--- src/rtl/lstm_stream_pkg.sv ---
// Shared types and constants for the LSTM y-sample streaming path.
package lstm_stream_pkg;

    localparam int Y_WIDTH = 16;
    localparam logic [15:0] DROP_CNT_MAX = 16'hFFFF;

    // One buffered y sample, tagged with its end-of-sequence marker.
    typedef struct packed {
        logic               last;
        logic [Y_WIDTH-1:0] data;
    } y_word_t;

endpackage

--- src/rtl/sync_fifo_fwft.sv ---
// First-word-fall-through synchronous FIFO; the head entry is presented combinationally
// from registered storage, so a word written in cycle N is visible at N+1.
module sync_fifo_fwft #(
    parameter type DATA_T = logic [7:0],
    parameter int  DEPTH  = 16,
    localparam int AW     = $clog2(DEPTH)
) (
    input  logic          clk,
    input  logic          rst,
    input  logic          push,
    input  DATA_T         push_data,
    input  logic          pop,
    output DATA_T         rd_data,
    output logic          full,
    output logic          empty,
    output logic [AW:0]   level
);

    DATA_T         mem [DEPTH];
    logic [AW-1:0] wr_ptr;
    logic [AW-1:0] rd_ptr;
    logic [AW:0]   level_q;
    logic          do_push;
    logic          do_pop;

    assign full  = (level_q == (AW+1)'(DEPTH));
    assign empty = (level_q == '0);
    assign level = level_q;

    // A push into a full FIFO is only taken when the head leaves in the same cycle.
    assign do_pop  = pop && !empty;
    assign do_push = push && (!full || do_pop);

    assign rd_data = empty ? DATA_T'('0) : mem[rd_ptr];

    always_ff @(posedge clk) begin
        if (do_push) begin
            mem[wr_ptr] <= push_data;
        end
    end

    always_ff @(posedge clk) begin
        if (rst) begin
            wr_ptr  <= '0;
            rd_ptr  <= '0;
            level_q <= '0;
        end else begin
            if (do_push) begin
                wr_ptr <= wr_ptr + AW'(1);
            end
            if (do_pop) begin
                rd_ptr <= rd_ptr + AW'(1);
            end
            case ({do_push, do_pop})
                2'b10:   level_q <= level_q + (AW+1)'(1);
                2'b01:   level_q <= level_q - (AW+1)'(1);
                default: level_q <= level_q;
            endcase
        end
    end

endmodule

--- src/rtl/lstm_y_stream_packer.sv ---
// Packs the LSTM y_out pulse stream into AXI4-Stream packets of frame_len samples,
// buffering through a FIFO and counting samples lost to overflow.
module lstm_y_stream_packer
    import lstm_stream_pkg::*;
#(
    parameter int WIDTH      = Y_WIDTH,
    parameter int FIFO_DEPTH = 16,
    parameter int LEN_WIDTH  = 16,
    localparam int LW        = $clog2(FIFO_DEPTH) + 1
) (
    input  logic                 clk,
    input  logic                 rst,
    input  logic                 enable,
    input  logic [LEN_WIDTH-1:0] frame_len,
    input  logic [WIDTH-1:0]     y_in,
    input  logic                 y_in_valid,
    output logic [WIDTH-1:0]     m_tdata,
    output logic                 m_tlast,
    output logic                 m_tvalid,
    input  logic                 m_tready,
    output logic [LW-1:0]        level,
    output logic                 overflow,
    output logic [15:0]          drop_count,
    input  logic                 clr_overflow
);

    localparam logic [LEN_WIDTH-1:0] LEN_ONE = LEN_WIDTH'(1);

    logic [LEN_WIDTH-1:0] fcnt;
    logic [LEN_WIDTH-1:0] len_q;
    logic [LEN_WIDTH-1:0] cur_len;
    logic                 sample_ev;
    logic                 sample_last;
    logic                 fifo_full;
    logic                 fifo_empty;
    logic                 drop;
    y_word_t              wr_word;
    y_word_t              head_word;

    assign sample_ev = y_in_valid && enable;

    // The length is sampled on the first sample of a frame; later changes wait for the next frame.
    always_comb begin
        cur_len = len_q;
        if (fcnt == '0) begin
            cur_len = (frame_len == '0) ? LEN_ONE : frame_len;
        end
    end

    assign sample_last = (fcnt == (cur_len - LEN_ONE));

    always_ff @(posedge clk) begin
        if (rst) begin
            fcnt  <= '0;
            len_q <= LEN_ONE;
        end else if (!enable) begin
            fcnt <= '0;
        end else if (sample_ev) begin
            if (fcnt == '0) begin
                len_q <= cur_len;
            end
            fcnt <= sample_last ? '0 : fcnt + LEN_ONE;
        end
    end

    always_comb begin
        wr_word      = '0;
        wr_word.last = sample_last;
        wr_word.data = y_in;
    end

    // Stream handshake: a beat transfers on a cycle with m_tvalid && m_tready; while
    // m_tvalid is high and m_tready low, m_tdata/m_tlast hold their values.
    sync_fifo_fwft #(
        .DATA_T (y_word_t),
        .DEPTH  (FIFO_DEPTH)
    ) u_fifo (
        .clk       (clk),
        .rst       (rst),
        .push      (sample_ev),
        .push_data (wr_word),
        .pop       (m_tready),
        .rd_data   (head_word),
        .full      (fifo_full),
        .empty     (fifo_empty),
        .level     (level)
    );

    assign m_tvalid = !fifo_empty;
    assign m_tdata  = head_word.data;
    assign m_tlast  = head_word.last;

    // A full FIFO means a valid head, so m_tready alone decides whether space frees up.
    assign drop = sample_ev && fifo_full && !m_tready;

    always_ff @(posedge clk) begin
        if (rst) begin
            overflow   <= 1'b0;
            drop_count <= '0;
        end else if (drop) begin
            overflow <= 1'b1;
            if (clr_overflow) begin
                drop_count <= 16'd1;
            end else if (drop_count != DROP_CNT_MAX) begin
                drop_count <= drop_count + 16'd1;
            end
        end else if (clr_overflow) begin
            overflow   <= 1'b0;
            drop_count <= '0;
        end
    end

endmodule
--- config.mk ---
export PLATFORM = sky130hd
export DESIGN_NAME = lstm_y_stream_packer
export DESIGN_NICKNAME = d
export VERILOG_FILES = /design/src/rtl/lstm_stream_pkg.sv /design/src/rtl/sync_fifo_fwft.sv /design/src/rtl/lstm_y_stream_packer.sv
export SDC_FILE = /design/constraint.sdc
export NUM_CORES = 1
export LEC_CHECK = 0
export CORE_ASPECT_RATIO = 2
export CORE_MARGIN = 3
export CORE_UTILIZATION = 54
export CTS_CLUSTER_SIZE = 16
export DETAILED_ROUTE_END_ITERATION = 8
export GPL_ROUTABILITY_DRIVEN = 0
export PLACE_DENSITY = 0.85
export RECOVER_POWER = 25
export SYNTH_ARGS = -nofsm -noshare
export SYNTH_HDL_FRONTEND = slang
export SYNTH_SLANG_ARGS = --single-unit
--- constraint.sdc ---
create_clock -name clk -period 5.1 [get_ports clk]
set_clock_uncertainty 0.05 [all_clocks]
set_input_delay 0.51 -clock clk [delete_from_list [all_inputs] [get_ports clk]]
set_output_delay 0.51 -clock clk [all_outputs]
set_load 0.01 [all_outputs]
==> results_dict.tcl <==
set metrics [dict create \
    final_nets 1124 \
    final_layout_size_suffix_gt1_frac 0.186 \
    async_reset_ff_frac 0 \
    synth_top_cell_by_area "edfxtp_1" \
    clockBufferDepth 3 \
    clk_pin_slew_ns 0.08 \
    powerDensity_nw_per_um2 383 \
    fmax_ghz 0.209 \
    ys_seq_area_frac 0.638 \
    yosysWarnings 0 \
    hp-class "reg2reg" \
    route.detailed.drc 0 \
    ir_worst_vdd_mv 0.377 \
    numPortBuffers 77 \
    cts-resized-gates 0 \
    place_ws_ns 0.211 \
    final_cells 1439 \
    status "complete, no violations" \
    synth_top_cell_area_share 0.549 \
    synth_area_sq_um 14900 \
    placed_cell_area_sq_um 16200 \
    post_cts_buffers 0 \
    cts_hold_buf 0 \
    grt_pass1_wl_mm 55.4 \
    hold_viol_final 0 \
    clock_sinks 338 \
    cts_inserted_buffers 28 \
    fp.dieArea_sq_um 29700 \
    drt_iter0_markers 1025 \
    cpPeakStageDelay_ns 0.49 \
    clockRootBuffer "clkbuf_16" \
    worst_pin_slew_ns 1.29 \
    drv_cap 0 \
    dpl.cell_count 1391 \
    synthToLayoutAreaGrowth_pct 14.6 \
    rsz0062_at_grt "false" \
    hpwl_mm 22.8 \
    setup_viol 0 \
    crit_arrival_ns 5.12 \
    vias_per_cell 6.40 \
    floorplan.initialDensity 0.551 \
    min_from "len_q[15]" \
    final_cell_mix "edfxtp_1, mux4_2, nand2_1" \
    maxSlewHeadroom 0.135 \
    die_y_um 241 \
    antenna_found_initial 0 \
    cts-htree-levels 1 \
    synth.distinct_cells 67 \
    synthCells 990 \
    syn_nets 1041 \
    critPathKind "reg2reg" \
    endpoint_kind "flop" \
    drv_slew 0 \
    min_period_ns 4.78 \
    cp-startpoint "fcnt[0]" \
    slowest_stage "nor3_1" \
    finalWorstSetupSlack_ns 0.318 \
    final_antenna_net_count 0 \
    final_common_cell "edfxtp_1" \
    timing.rr.end "u_fifo.mem[4][16]" \
    core_sq_um 27000 \
    io_pins 78 \
    wl_per_cell_um 25.5 \
    clk-insertion-delay-late_ns 0.57 \
    fin_setup_tns_ns 0 \
    crit_fanout 16 \
    overflow 0 \
    die_x_um 123 \
    grt_max_degree 69 \
    worstPathRequired_ns 5.44 \
    leakagePower_nw 5.44 \
    grtUsageTotal 0.252 \
    grt_pass1_vias 9316 \
    cts_tree "done" \
    r2r_slack_ns 0.32 \
    crit_end "u_fifo.mem[4][16]" \
    yosys_most_used_dff "edfxtp_1" \
    regToRegStartpoint "fcnt[0]" \
    dr.pass1.iters 7 \
    num_antenna_cells 0 \
    syn_avg_cell_area_sq_um 15.0 \
    route.vias.total 9210 \
    synth.area.top_cells "edfxtp_1, mux4_2, dfxtp_1, nand2_1, nor2_1" \
    crit_chain "inv_1 -> ha_1 -> nor4b_2 -> and4_1 -> mux2i_1 -> ha_1 -> nand2b_1 -> nor3_1 -> nand3_1 -> o32ai_1 -> xnor2_1 -> nand4_1 -> nand4b_1 -> nor4b_2 -> buf_4" \
    design_area_sq_um 17100 \
    finalWirelength_mm 36.6 \
    cp-start-kind "flop" \
    ff2ff_path_depth 15 \
    synth_edf_count 272 \
    ys_ff_latch 338 \
    min_period_over_period 0.938 \
    final_util 0.631 \
    row_count 85 \
]
[cells by family (layout without fill, tap and decap cells)]
| logic type | count (synthesis) | in the layout | share of synthesized area |
|---|---|---|---|
| mux | 107 | 107 | 0.144 |
| compound gates | 102 | 102 | 0.0469 |
| fa+ha+maj | 13 | 13 | 0.0114 |
| buf+inv | 75 | 176 | 0.0211 |
| xor+xnor | 49 | 49 | 0.0289 |
| simple gates | 306 | 306 | 0.110 |
| flops | 338 | 338 | 0.638 |
[metal layers]
layer / vias to the layer above / GRT usage / part of all wire
met1: 4633 / 0.290 / 0.35
met4: 0 / 0.102 / 0.040
met3: 113 / 0.0375 / 0.057
met2: 445 / 0.464 / 0.56
met5: - / 0 / 0
li1: 4019 / - / -
[through the flow]
stage / hold WS [ns] / total power [W]
after CTS: 0.407 / 0.00659
after global routing: 0.431 / 0.00679
after detailed placement: 0.398 / 0.00448
after floorplan: 0.381 / 0.00393
final: 0.407 / 0.00654
after global placement: 0.387 / 0.00446
[synth_stat cells (11+ instances only)]
| library cell | number |
|---|---|
| a21oi_1 | 32 |
| a211oi_1 | 16 |
| xnor2_1 | 25 |
| nand2_1 | 73 |
| or3_1 | 13 |
| o21ai_0 | 13 |
| nand3_1 | 30 |
| nand4_1 | 11 |
| dfxtp_1 | 66 |
| mux2i_1 | 19 |
| edfxtp_1 | 272 |
| mux4_2 | 85 |
| nor3_1 | 27 |
| nand2b_1 | 11 |
| xor2_1 | 24 |
| nor2_1 | 59 |
| inv_1 | 17 |
| nor4_1 | 11 |
| ha_1 | 12 |
| clkbuf_1 | 38 |
| and2_1 | 22 |
[sequential cells by signal, indices dropped and copies added, names as in the netlist, named ones only]
signal,flops
drop_count,16
fcnt,16
u_fifo.rd_ptr,4
u_fifo.wr_ptr,4
u_fifo.level,5
len_q,16
overflow,1
u_fifo.mem,272
[worst min-delay path by stage]
stage,endpoint,slack (ns),depth (start not counted)
after floorplan,len_q[15],0.38,2
after global placement,len_q[15],0.39,2
after detailed placement,len_q[15],0.40,2
after CTS,len_q[15],0.41,2
after global routing,len_q[15],0.43,2
final,len_q[15],0.41,2
[area by class of cell]
| cell class | instances | area [sq um] |
|---|---|---|
| clock inverters | 19 | 185 |
| inverters | 17 | 63.8 |
| well taps | 348 | 435 |
| clock buffers | 29 | 704 |
| fillers | 1965 | 9960 |
| flip-flops and latches | 338 | 9490 |
| multi-input cells | 577 | 5130 |
| repair buffers | 111 | 1040 |
[worst max-delay path, delay by kind of cell, from the launching register on]
| family | cells | cell delay [ns] |
|---|---|---|
| compound gates | 1 | 0.31 |
| xor+xnor | 1 | 0.19 |
| fa+ha+maj | 2 | 0.56 |
| buf+inv | 2 | 0.40 |
| flops | 1 | 0.37 |
| mux | 1 | 0.42 |
| simple gates | 8 | 2.30 |
[report_power, final]
group / internal, W / switching (W) / leakage [nW]
combinational: 0.000678 / 0.000638 / 2.01
sequential: 0.00303 / 0.0000777 / 3.00
clock: 0.00116 / 0.000961 / 0.436
(Power assumes the default switching activity.)
